**src/rtl/kp_i2s_tx.sv**
```systemverilog
// kp_i2s_tx -- mono I2S transmitter for the KP voice output.
// The block divides m_clk down to bclk and sends 64 bclk per frame. A 24-bit
// word goes out MSB first, one bit after each lrclk edge, and the same word
// is sent in both the left and the right slots. Samples enter a 2-entry FIFO,
// which is popped once per frame.
// Optional build macro: KP_I2S_UNDERRUN_HOLD_EN. When it is defined, a frame
// load that finds the FIFO empty repeats the last word sent. When it is not
// defined, that frame load sends 0.
module kp_i2s_tx #(
    parameter int BCLK_HALF = 1
) (
    input  logic        m_clk,
    input  logic        reset,
    input  logic [23:0] sample_in,
    input  logic        sample_valid,
    output logic        bclk,
    output logic        lrclk,
    output logic        sdata,
    output logic        frame_start,
    output logic        underrun,
    output logic        overrun
);

    localparam logic [7:0] DIV_LAST = 8'(BCLK_HALF - 1);

    // bit clock generation
    logic [7:0]  r_div;
    logic        r_bclk;

    // serialiser state
    logic [5:0]  r_bit_cnt;
    logic        r_lrclk;
    logic        r_sdata;
    logic [23:0] r_frame_word;
    logic [23:0] r_last_sample;
    logic        r_frame_start;

    // sample FIFO
    logic [1:0][23:0] r_fifo;
    logic        r_rd_ptr;
    logic        r_wr_ptr;
    logic [1:0]  r_count;
    logic        r_primed;

    // sticky status
    logic        r_underrun;
    logic        r_overrun;

    // combinational helpers
    logic        w_div_wrap;
    logic        w_fall;
    logic [5:0]  w_bit_nxt;
    logic [4:0]  w_pos;
    logic [4:0]  w_idx;
    logic        w_serial_bit;
    logic        w_load;
    logic        w_empty;
    logic        w_full;
    logic        w_pop;
    logic        w_push;
    logic        w_drop;
    logic        w_underrun_load;
    logic [23:0] w_load_word;

    assign w_div_wrap      = (r_div == DIV_LAST);
    // A falling transition happens when the divider wraps while bclk is high.
    assign w_fall          = w_div_wrap & r_bclk;
    assign w_bit_nxt       = r_bit_cnt + 6'd1;
    assign w_load          = w_fall & (r_bit_cnt == 6'd63);
    assign w_empty         = (r_count == 2'd0);
    assign w_full          = (r_count == 2'd2);
    assign w_pop           = w_load & ~w_empty;
    // When the FIFO is full, a push can still go in if a pop frees a slot in the same cycle.
    assign w_push          = sample_valid & (~w_full | w_pop);
    assign w_drop          = sample_valid & w_full & ~w_pop;
    assign w_underrun_load = w_load & w_empty & r_primed;

    // Slot position of the bit that goes on the wire at this falling transition.
    assign w_pos = w_bit_nxt[4:0];
    assign w_idx = 5'd24 - w_pos;

    // Position 0 is the I2S one-bit delay. Positions 1..24 carry the word and 25..31 pad with zeros.
    always_comb begin
        w_serial_bit = 1'b0;
        if ((w_pos != 5'd0) && (w_pos <= 5'd24)) begin
            w_serial_bit = r_frame_word[w_idx];
        end
    end

    // Choose the word for a frame load: the FIFO head if there is one, otherwise the underrun fill.
    always_comb begin
        w_load_word = 24'd0;
        if (!w_empty) begin
            w_load_word = r_fifo[r_rd_ptr];
        end else if (r_primed) begin
`ifdef KP_I2S_UNDERRUN_HOLD_EN
            w_load_word = r_last_sample;
`else
            w_load_word = 24'd0;
`endif
        end
    end

    // Divider and bit clock: bclk toggles each time the divider wraps.
    always_ff @(posedge m_clk) begin
        if (reset) begin
            r_div  <= 8'd0;
            r_bclk <= 1'b0;
        end else if (w_div_wrap) begin
            r_div  <= 8'd0;
            r_bclk <= ~r_bclk;
        end else begin
            r_div  <= r_div + 8'd1;
        end
    end

    // Bit counter, word select and serial data all change on bclk falling transitions.
    always_ff @(posedge m_clk) begin
        if (reset) begin
            r_bit_cnt <= 6'd0;
            r_lrclk   <= 1'b0;
            r_sdata   <= 1'b0;
        end else if (w_fall) begin
            r_bit_cnt <= w_bit_nxt;
            r_lrclk   <= w_bit_nxt[5];
            r_sdata   <= w_serial_bit;
        end
    end

    // Two-entry sample FIFO. It pops at each frame load and pushes on each accepted strobe.
    always_ff @(posedge m_clk) begin
        if (reset) begin
            r_fifo   <= '0;
            r_rd_ptr <= 1'b0;
            r_wr_ptr <= 1'b0;
            r_count  <= 2'd0;
            r_primed <= 1'b0;
        end else begin
            if (w_push) begin
                r_fifo[r_wr_ptr] <= sample_in;
                r_wr_ptr         <= ~r_wr_ptr;
                r_primed         <= 1'b1;
            end
            if (w_pop) begin
                r_rd_ptr <= ~r_rd_ptr;
            end
            case ({w_push, w_pop})
                2'b10:   r_count <= r_count + 2'd1;
                2'b01:   r_count <= r_count - 2'd1;
                default: r_count <= r_count;
            endcase
        end
    end

    // Frame load: latch the next word and pulse frame_start for one cycle.
    always_ff @(posedge m_clk) begin
        if (reset) begin
            r_frame_word  <= 24'd0;
            r_last_sample <= 24'd0;
            r_frame_start <= 1'b0;
        end else begin
            r_frame_start <= w_load;
            if (w_load) begin
                r_frame_word  <= w_load_word;
                r_last_sample <= w_load_word;
            end
        end
    end

    // Sticky error flags; only reset clears them.
    always_ff @(posedge m_clk) begin
        if (reset) begin
            r_underrun <= 1'b0;
            r_overrun  <= 1'b0;
        end else begin
            if (w_underrun_load) r_underrun <= 1'b1;
            if (w_drop)          r_overrun  <= 1'b1;
        end
    end

    assign bclk        = r_bclk;
    assign lrclk       = r_lrclk;
    assign sdata       = r_sdata;
    assign frame_start = r_frame_start;
    assign underrun    = r_underrun;
    assign overrun     = r_overrun;

endmodule

```
**config.mk**
```make
export PLATFORM = sky130hd
export DESIGN_NAME = kp_i2s_tx
export DESIGN_NICKNAME = d
export VERILOG_FILES = /design/src/rtl/kp_i2s_tx.sv
export SDC_FILE = /design/constraint.sdc
export NUM_CORES = 1
export LEC_CHECK = 0
export ABC_AREA = 1
export BUFFER_PORTS_ARGS = -buffer_cell sky130_fd_sc_hd__buf_2
export CORE_UTILIZATION = 45
export DETAILED_ROUTE_END_ITERATION = 12
export SLEW_MARGIN = 40
export SYNTH_ARGS = -nofsm -noshare
export SYNTH_HDL_FRONTEND = slang
export SYNTH_SLANG_ARGS = --single-unit
export TNS_END_PERCENT = 5
```
**constraint.sdc**
```tcl
create_clock -name m_clk -period 2.1 [get_ports m_clk]
set_clock_uncertainty 0.1 [all_clocks]
set_input_delay 0.105 -clock m_clk [delete_from_list [all_inputs] [get_ports m_clk]]
set_output_delay 0.105 -clock m_clk [all_outputs]
set_load 0.01 [all_outputs]
```
### After elaboration in Yosys (flattened, before gate mapping)

Cells that the tools add are included.

* input port bits: 27
* logic and storage cells: 61
* output and inout port bits: 6
* flip-flop bits (word level): 97

* reductions and logical operators: 7
* order comparisons: 5
* multiplexer cells: 10
* bitwise logic cells: 15
* eq/ne operators: 4
* add/sub/neg operators: 5

Operators with widths (number)
* 2-to-1 mux 24 bit: 4
* bitwise mux 48 bit: 1
* demux 24 bit (select 1 bit): 1
* adder 8 x 1 -> 8 bit, second input constant: 1
* bitwise AND 1 bit: 8
* zero test 8 bit: 1
* adder 6 x 1 -> 6 bit, second input constant: 1
* equality test 6 bit, second input constant: 1
* less-than comparator 5 x 6 -> 1 bit, second input constant: 1
* inverter 1 bit: 6
* binary-select mux 1 bit (select 5 bit): 1
* <= comparator 5 bit, second input constant: 1
* nonzero test 5 bit: 1
* subtractor 5 bit, first input constant: 1
* equality test 2 bit, second input constant: 2
* less-than comparator 1 x 2 -> 1 bit, second input constant: 2
* one-hot mux 2 bit (2 select lines): 1
* adder 2 x 1 -> 2 bit, second input constant: 1
* equality test 2 x 1 -> 1 bit, second input constant: 1
* logical AND 1 bit: 2
* zero test 2 bit: 1
* 2-to-1 mux 1 bit: 2
* nonzero test 2 bit: 1
* OR reduction 2 bit: 1
* other kinds (3): 3

### Depth between registers and ports, before layout

Gate-level depths: netlist of the first run.

* word-level depth: 8
* depth in mapped cells: 15
* gate-level depth less buffers: 14

### Least setup slack after synthesis of the first run

No wires, ideal clock.

* path type: register to register
* from: register r_bit_cnt[1]
* to: register r_count[1]
* period minus slack after synthesis: 2.238 ns
* cell stages (with the launch flop): 16
* arrival: 2.015 ns
* data required time: 1.878 ns
* path buffers: 1
* slack: -0.138 ns
* setup time: 0.122 ns
* path through: dfxtp_1 ha_1 nand2_2 inv_2 nand3_1 nor2_2 nand2_4 inv_2 nand2_1 inv_2 buf_2 ha_1 a21oi_1 o21ai_0 o21ai_0 a21oi_1

* cells in the longest elaborated chain, start to end: 7
* elaborated cells between the ends (all ways): 9
* those cells by class: 3 x eq/ne; 1 x mux; 4 x bitwise; 1 x reduce/logical

RTL lines
* start: declaration: line 31 `logic [5:0] r_bit_cnt;`
* start signal: assignment: line 124 `r_bit_cnt <= w_bit_nxt;`
* equality test 6 bit *: line 69 `assign w_load = w_fall & (r_bit_cnt == 6'd63);`
* bitwise AND 1 bit *: line 69
* bitwise AND 1 bit *: line 72 `assign w_pop = w_load & ~w_empty;`
* via w_pop: line 59 `logic w_pop;`
* bitwise OR 1 bit: line 74 `assign w_push = sample_valid & (~w_full | w_pop);`
* bitwise AND 1 bit: line 74
* equality test 2 x 1 -> 1 bit / equality test 2 bit (equally long branches): line 147 `case ({w_push, w_pop})`
* one-hot mux 2 bit (2 select lines) / nonzero test 2 bit (equally long branches)
* end signal: assignment: line 148 `2'b10: r_count <= r_count + 2'd1;`
* end signal: assignment: line 149 `2'b01: r_count <= r_count - 2'd1;`
* end signal: assignment: line 150 `default: r_count <= r_count;`
* end: declaration: line 42 `logic [1:0] r_count;`

The timed path passes the listed nets; every way through them passes the cells marked *.
A chain may end at the register's enable or synchronous reset.

### Worst setup path in the final report of the first run

* from: register r_bit_cnt[1]
* to: register r_count[1]

* cells in the longest elaborated chain, start to end: 7
* elaborated cells between the ends (all ways): 9
* those cells by class: 3 x eq/ne; 1 x mux; 4 x bitwise; 1 x reduce/logical

RTL lines (line)
* equality test 6 bit *: 69
* bitwise AND 1 bit *: 69
* bitwise AND 1 bit *: 72
* bitwise OR 1 bit: 74
* bitwise AND 1 bit: 74
* equality test 2 x 1 -> 1 bit / equality test 2 bit (equally long branches): 147
* one-hot mux 2 bit (2 select lines) / nonzero test 2 bit (equally long branches)

Every way passes the cells marked *; elsewhere a longest branch is shown, timed or not.

==> results.yml, run 1 <==
run_status:
  status: "finished, final reports clean"
power_and_ir_drop:
  power-per-cell-area_mw_per_mm2: 711
  leakage_nw: 2.80
  vdd_ir_drop_max_v: 0.000366
  total_power_mw: 4.04
clocking:
  cts_sinks: 96
  cts_root_buf: "clkbuf_8"
  cts_max_level: 3
  path_clk_slew_ns: 0.09
  tritoncts: "done"
  clkLatencyLatePin_ns: 0.36
  cts-buffers-inserted: 9
  clock_tree.buffer_depth: 2
setup_path:
  crit_path_end_kind: "flip-flop"
  crit_path_cell_trace: "ha_4 -> nand2_2 -> inv_2 -> nand3_1 -> nor2_2 -> nand2_4 -> inv_2 -> nand2_1 -> inv_2 -> ha_1 -> a21oi_2 -> o21ai_1 -> o21ai_1 -> a21oi_1"
  r2r_start: "r_bit_cnt[1]$_SDFFE_PP0P_"
  crit_end: "r_count[1]$_SDFFE_PP0P_"
  crit_start: "r_bit_cnt[1]$_SDFFE_PP0P_"
  r2r-end: "r_count[1]$_SDFFE_PP0P_"
  slowest_delay_ns: 0.37
  crit_slowest_cell: "dfxtp_4"
  arrival_ns: 2.13
  r2r_cells: 14
  crit_fanout: 3
  crit_type: "reg -> reg"
  critPathLaunchType: "flip-flop"
  worst_path_most_repeated_cell: "inv_2"
  crit_required_ns: 2.26
  ff2ff_setup_slack_ns: 0.13
timing:
  finalCritPeriodShare_pct: 93.9
  tightest_slew_ns: 0.352
  worst_slack_ns: 0.128
  period_minus_slack_ns: 1.97
  drv_slew: 0
  rsz0062_at_grt: "true"
  hold_violations: 0
  fin_hold_ws_ns: 0.0116
  setup_viol: 0
  max_freq_ghz: 0.507
  slew_headroom_pct: 76.6
  tns_ns: 0
placement:
  place.gp.congestion: 0.814
  dp.cells: 925
  dp_hpwl_mm: 6.90
  pre_cts_slack_ns: 0.0697
  placed_area_mm2: 0.00518
  io_buffers: 32
grt:
  antenna_found_initial: 0
  grt_usage_pct: 19.3
  overflow: 0
  grt_pass1_vias: 4093
  grt_pass1_wl_mm: 17.6
  grt_max_degree: 34
drt:
  post-route-drc-count: 0
  drt_iter0_markers: 132
  firstDrtPassIters: 4
  wirelength_mm: 9.91
  vias: 4313
  ant_nets: 0
  vias_per_cell: 4.46
  post_drt_wl_per_cell_um: 10.2
finish:
  finalInstanceArea_mm2: 0.00568
  post-route-util_pct: 54.5
  multiInputGateArea_mm2: 0.00217
  fin_nets: 857
  seqCellArea_mm2: 0.00193
  num-fill-cells: 1054
  antenna_cells: 0
  area_growth_pct: 16.7
  stdcell_count: 967
  drive_above_1_share_pct: 17.4
yosys:
  syn_avg_cell_area_um2: 6.30
  yosys.cell_types.count: 28
  ys_seq_elements: 96
  syn_area_mm2: 0.00486
  netlist_instances: 772
  synth_nets: 803
  yosysSeqAreaShare_pct: 39.5
  yosys_warnings: 0
floorplan:
  coreArea_mm2: 0.0104
  die_h_um: 106
  fp-row-count: 37
  ios: 33
  floorplan.initialDensity_pct: 46.7
  dieWidth_um: 106
  die_area_mm2: 0.0112
job:
  max_cap_viol_count: 0
worst_hold_path:
  hp-class: "in -> reg"
==> Yosys cell counts <==
cell type / count / area share (%)
nand2_1: 276 / 21
inv_1: 131 / 10
dfxtp_1: 96 / 40
nor2_1: 62 / 4.8
o21ai_0: 38 / 3.9
a21oi_1: 35 / 3.6
inv_2: 34 / 2.6
nor2_2: 20 / 2.6
clkbuf_1: 16 / 1.2
nand2_2: 12 / 1.5
nand3_1: 11 / 1.1
buf_2: 5 / 0.51
xor2_1: 5 / 0.90
buf_6: 4 / 0.93
ha_1: 4 / 1.0
buf_1: 3 / 0.23
buf_4: 3 / 0.46
nor2_8: 3 / 1.2
a31oi_1: 2 / 0.26
nand2_4: 2 / 0.46
nor3_1: 2 / 0.21
nor4_1: 2 / 0.26
inv_4: 1 / 0.13
nand3b_1: 1 / 0.15
nand4_1: 1 / 0.13
nand4_4: 1 / 0.44
nor2_4: 1 / 0.23
o22ai_1: 1 / 0.13
==> cells in the final DEF (no fill, tap or decap), types with 3 or more instances in the layout <==
master | netlist | routed
a21oi_1 | 35 | 34
buf_2 | 5 | 32
buf_4 | 3 | 16
clkbuf_8 | 0 | 10
dfxtp_1 | 96 | 93
dlygate4sd3_1 | 0 | 25
inv_1 | 131 | 131
inv_2 | 34 | 33
nand2_1 | 276 | 276
nand2_2 | 12 | 12
nand3_1 | 11 | 11
nor2_1 | 62 | 62
nor2_2 | 20 | 20
nor2_8 | 3 | 3
o21ai_0 | 38 | 36
xor2_1 | 5 | 5
==> how the worst min path moves through the flow <==
stage                                   endpoint     startpoint  slack [ns]  cells after the start
floorplan                   overrun$_SDFFE_PP0P_   sample_valid        0.17                      2
global placement         r_fifo[38]$_SDFFE_PP0P_  sample_in[14]        0.32                      5
detailed placement          overrun$_SDFFE_PP0P_   sample_valid        0.33                      3
CTS                       frame_start$_SDFF_PP0_          reset       0.006                      2
global route        r_frame_word[4]$_SDFFE_PP0P_          reset        0.02                      2
finish                    frame_start$_SDFF_PP0_          reset        0.01                      2
==> timing repair <==
item,4_1_cts,5_1_grt
hold buffers,25,0
setup buffers,0,1
hold endpoints to repair,49,0
setup endpoints to repair,0,41
gates resized for setup,0,7
==> final cells by class <==
cell class | instances | share of cell area, %
clock buffer | 10 | 2.42
tap | 136 | 3.00
timing repair buffer | 74 | 9.69
sequential | 96 | 34.0
clock inverter | 6 | 1.63
multi-input combinational | 479 | 38.2
inverter | 166 | 11.1
==> power breakdown <==
part	switching [mW]	internal (mW)
Sequential	0.0477	1.92
Clock	0.659	0.707
Combinational	0.429	0.275
==> cells by family (layout without fill, tap and decap cells) <==
kind of cell,after synthesis,in the layout,synth area share (%)
and+or+nand+nor,394,394,34.4
buffers and inverters,197,256,16.2
DFF,96,96,39.5
AOI/OAI and AO/OA,76,76,7.90
xor gates and xnor gates,5,5,0.900
adders and majority gates,4,4,1.03
==> worst max-delay path, delay by kind of cell (launching register included) <==
family | cells | cell delay, ns
DFF | 1 | 0.37
buffers and inverters | 3 | 0.19
adders and majority gates | 2 | 0.39
AOI/OAI and AO/OA | 4 | 0.36
and+or+nand+nor | 5 | 0.46
==> routing by layer <==
| metal | wire length (um) | GRT usage, % | vias up |
|---|---|---|---|
| met5 | 0 | 0 | - |
| met4 | 119 | 5.75 | 0 |
| li1 | - | - | 2349 |
| met1 | 5010 | 24.4 | 1912 |
| met3 | 220 | 3.68 | 12 |
| met2 | 4550 | 33.3 | 40 |
==> flip-flops by register name, summed over array words and instances, names as in the netlist <==
| name | cells |
|---|---|
| r_rd_ptr | 1 |
| bclk | 1 |
| r_bit_cnt | 6 |
| r_div | 8 |
| r_wr_ptr | 1 |
| r_fifo | 48 |
| underrun | 1 |
| frame_start | 1 |
| overrun | 1 |
| r_frame_word | 24 |
| r_count | 2 |
| sdata | 1 |
| r_primed | 1 |
No activity file was read; power rests on OpenSTA's default activity.
==> run 2, diff against run 1 <==
Settings changed: ABC_AREA 1 to 0, PLACE_DENSITY set to 0.65.
==> run 2 against run 1 <==
The run now ends with DRC, setup timing left. Maximum frequency decreased by 8.3%. Total power decreased by 15%. Worst hold slack improved by 0.14 ns. Sequential cell count unchanged. Synthesized cell count decreased by 42%. Critical path type unchanged. Worst setup slack got worse by 0.18 ns. Design area decreased by 11%. Largest cell class unchanged. Via count decreased by 24%. Clock power decreased by 19%. Utilization increased by 2.9 points. Routed wire length decreased by 15%. Clock-buffer cell count increased by 1.
==> results.yml, run 2 <==
run_status:
  status: "complete, but fails checks"
  violations: "DRC, setup timing"
setup_path:
  cp.buffers_inverters: 2
  arrival_ns: 2.28
  crit_required_ns: 2.23
  slowest_delay_ns: 0.33
  crit_slowest_cell: "dfxtp_2"
  crit_type: "reg -> reg"
  critPathLaunchType: "flip-flop"
  crit_fanout: 2
  crit_family: "simple AND/OR/NAND/NOR gates"
  crit_path_cell_trace: "inv_1 -> ha_1 -> nor4b_4 -> nand3_2 -> or2_4 -> nor2_8 -> ha_4 -> buf_4 -> o21ai_0 -> a21oi_2"
  crit_path_end_kind: "flip-flop"
timing:
  hold_violations: 0
  period_minus_slack_ns: 2.15
  setup_viol: 2
  slew_headroom_pct: 71.5
  tightest_slew_ns: 0.426
  worst_slack_ns: -0.0508
  rsz0062_at_grt: "true"
  finalCritPeriodShare_pct: 102
  max_freq_ghz: 0.465
  drv_slew: 0
finish:
  final_common_cell: "dfxtp_1"
  regMostFlops: "r_fifo"
  drive_above_1_share_pct: 24.7
  finalInstanceArea_mm2: 0.00508
  area_growth_pct: 21.8
  largestRegisters: "r_fifo (48), r_frame_word (24), r_div (8)"
  largest_reg_flops: 48
  antenna_cells: 0
  num-fill-cells: 808
  fin_nets: 542
  mostFrequentLayoutCells: "93 x dfxtp_1, 73 x nor2_1, 64 x nand2_1"
yosys:
  synth-adder-area-share_pct: 1.20
  synth_nets: 476
  yosysTopAreaCellShare_pct: 46.1
  synth_top_family_by_area: "simple AND/OR/NAND/NOR gates"
  yosysTopAreaCell: "dfxtp_1"
  syn_avg_cell_area_um2: 9.37
  syn_area_mm2: 0.00417
  synth_compound_area_share_pct: 10.6
  yosysMostFrequentCell: "dfxtp_1"
  synthArstFlopShare_pct: 0
  synth_edf_count: 0
  synth-xor-area-share_pct: 3.57
  yosys-top-cells-area: "dfxtp_1 46%, nor2_1 6.7%, mux2_2 6.5%, nand2_1 5.9%, mux2i_1 5.8%"
  synth-simple-area-share_pct: 18.4
  yosysSeqAreaShare_pct: 46.1
  netlist_instances: 445
  yosys_warnings: 0
  muxShareOfSynthArea_pct: 15.5
  synth-main-ff-cell: "dfxtp_1"
  yosys.cell_types.count: 44
  synthTopCellsByCount: "96 x dfxtp_1, 74 x nor2_1, 65 x nand2_1"
  ys_seq_elements: 96
clocking:
  cts_root_buf: "clkbuf_8"
  cts_max_level: 3
  cts_sinks: 96
  clock_tree.buffer_depth: 2
  clkLatencyLatePin_ns: 0.36
  tritoncts: "done"
  cts-buffers-inserted: 9
  path_clk_slew_ns: 0.09
power_and_ir_drop:
  vdd_ir_drop_max_v: 0.000458
  total_power_mw: 3.45
  power-per-cell-area_mw_per_mm2: 680
  leakage_nw: 2.15
drt:
  drt_iter0_markers: 131
  firstDrtPassIters: 8
  post_drt_wl_per_cell_um: 13.5
  vias: 3271
  wirelength_mm: 8.41
  post-route-drc-count: 2
  ant_nets: 0
  vias_per_cell: 5.25
grt:
  overflow: 0
  antenna_found_initial: 0
  grt_max_degree: 91
  grt_pass1_vias: 3163
  grt_usage_pct: 19.0
  grt_pass1_wl_mm: 14.7
floorplan:
  fp-row-count: 34
  floorplan.initialDensity_pct: 47.1
  ios: 33
  die_h_um: 98.2
  die_area_mm2: 0.00965
  dieWidth_um: 98.2
  coreArea_mm2: 0.00885
placement:
  placed_area_mm2: 0.00461
  place.gp.congestion: 0.790
  pre_cts_slack_ns: -0.0647
  dp_hpwl_mm: 5.33
  io_buffers: 32
worst_hold_path:
  hp-class: "in -> reg"
job:
  max_cap_viol_count: 0
-- run 2: layer usage --
layer | track usage, % | part of all wire (%) | routed length [um]
met3 | 4.37 | 2.9 | 244
met4 | 5.28 | 0.86 | 72
met5 | 0 | 0 | 0
met2 | 31.7 | 49 | 4090
met1 | 24.6 | 48 | 4010
-- run 2: where the power goes --
group          switching [mW]  internal (mW)  total [mW]
clock                   0.616          0.492        1.11
sequential             0.0382           1.88        1.92
combinational           0.209          0.211       0.419
total                   0.863           2.59        3.45
-- run 2: cell type report --
cell class	count	area [um2]	share of cell area, %
clock buffers	11	151	2.98
inverters	7	26.3	0.517
clock inverters	4	27.5	0.542
multi-input cells	312	2120	41.7
repair buffers	85	691	13.6
flip-flops and latches	96	1930	38.0
well taps	108	135	2.66
-- run 2: kinds of logic after synthesis --
family | Yosys count
AND/OR/NAND/NOR | 170
buffers and inverters | 37
multiplexers | 54
XOR/XNOR | 17
flip-flops | 96
adder cells (fa/ha/maj) | 4
AO/OA/AOI/OAI | 67
-- run 2: final timing paths --
kind / startpoint / cells after the start / end / slack [ns]
worst min register to register: r_fifo[21]$_SDFFE_PP0P_ / 2 / r_fifo[21]$_SDFFE_PP0P_ / 0.36
worst max register to register: r_div[0]$_SDFF_PP0_ / 10 / r_count[1]$_SDFFE_PP0P_ / -0.05
worst max-delay path: r_div[0]$_SDFF_PP0_ / 10 / r_count[1]$_SDFFE_PP0P_ / -0.05
worst min-delay path: reset / 3 / r_fifo[22]$_SDFFE_PP0P_ / 0.15
-- run 2: tightest hold or removal path, delay by kind of cell --
family                 cells  cell delay, ns
buffers and inverters      2            0.35
AOI/OAI and AO/OA          1            0.13
-- run 2: timing repair --
item	CTS	global route
setup endpoints to repair	2	70
hold endpoints to repair	50	0
hold buffers	25	0
resized for setup	2	10
pin swaps	2	2
setup buffers	0	0
-- run 2: per-stage QoR --
step                hold WS, ns  setup TNS, ns  util (%)  cells
floorplan                 0.141         -0.274         -    445
global placement          0.250       -0.00584      52.1    583
detailed placement        0.256        -0.0829      52.1    583
CTS                       0.169        -0.0592      57.0    623
global route              0.161          -3.19      57.4    623
finish                    0.154        -0.0580      57.4    623
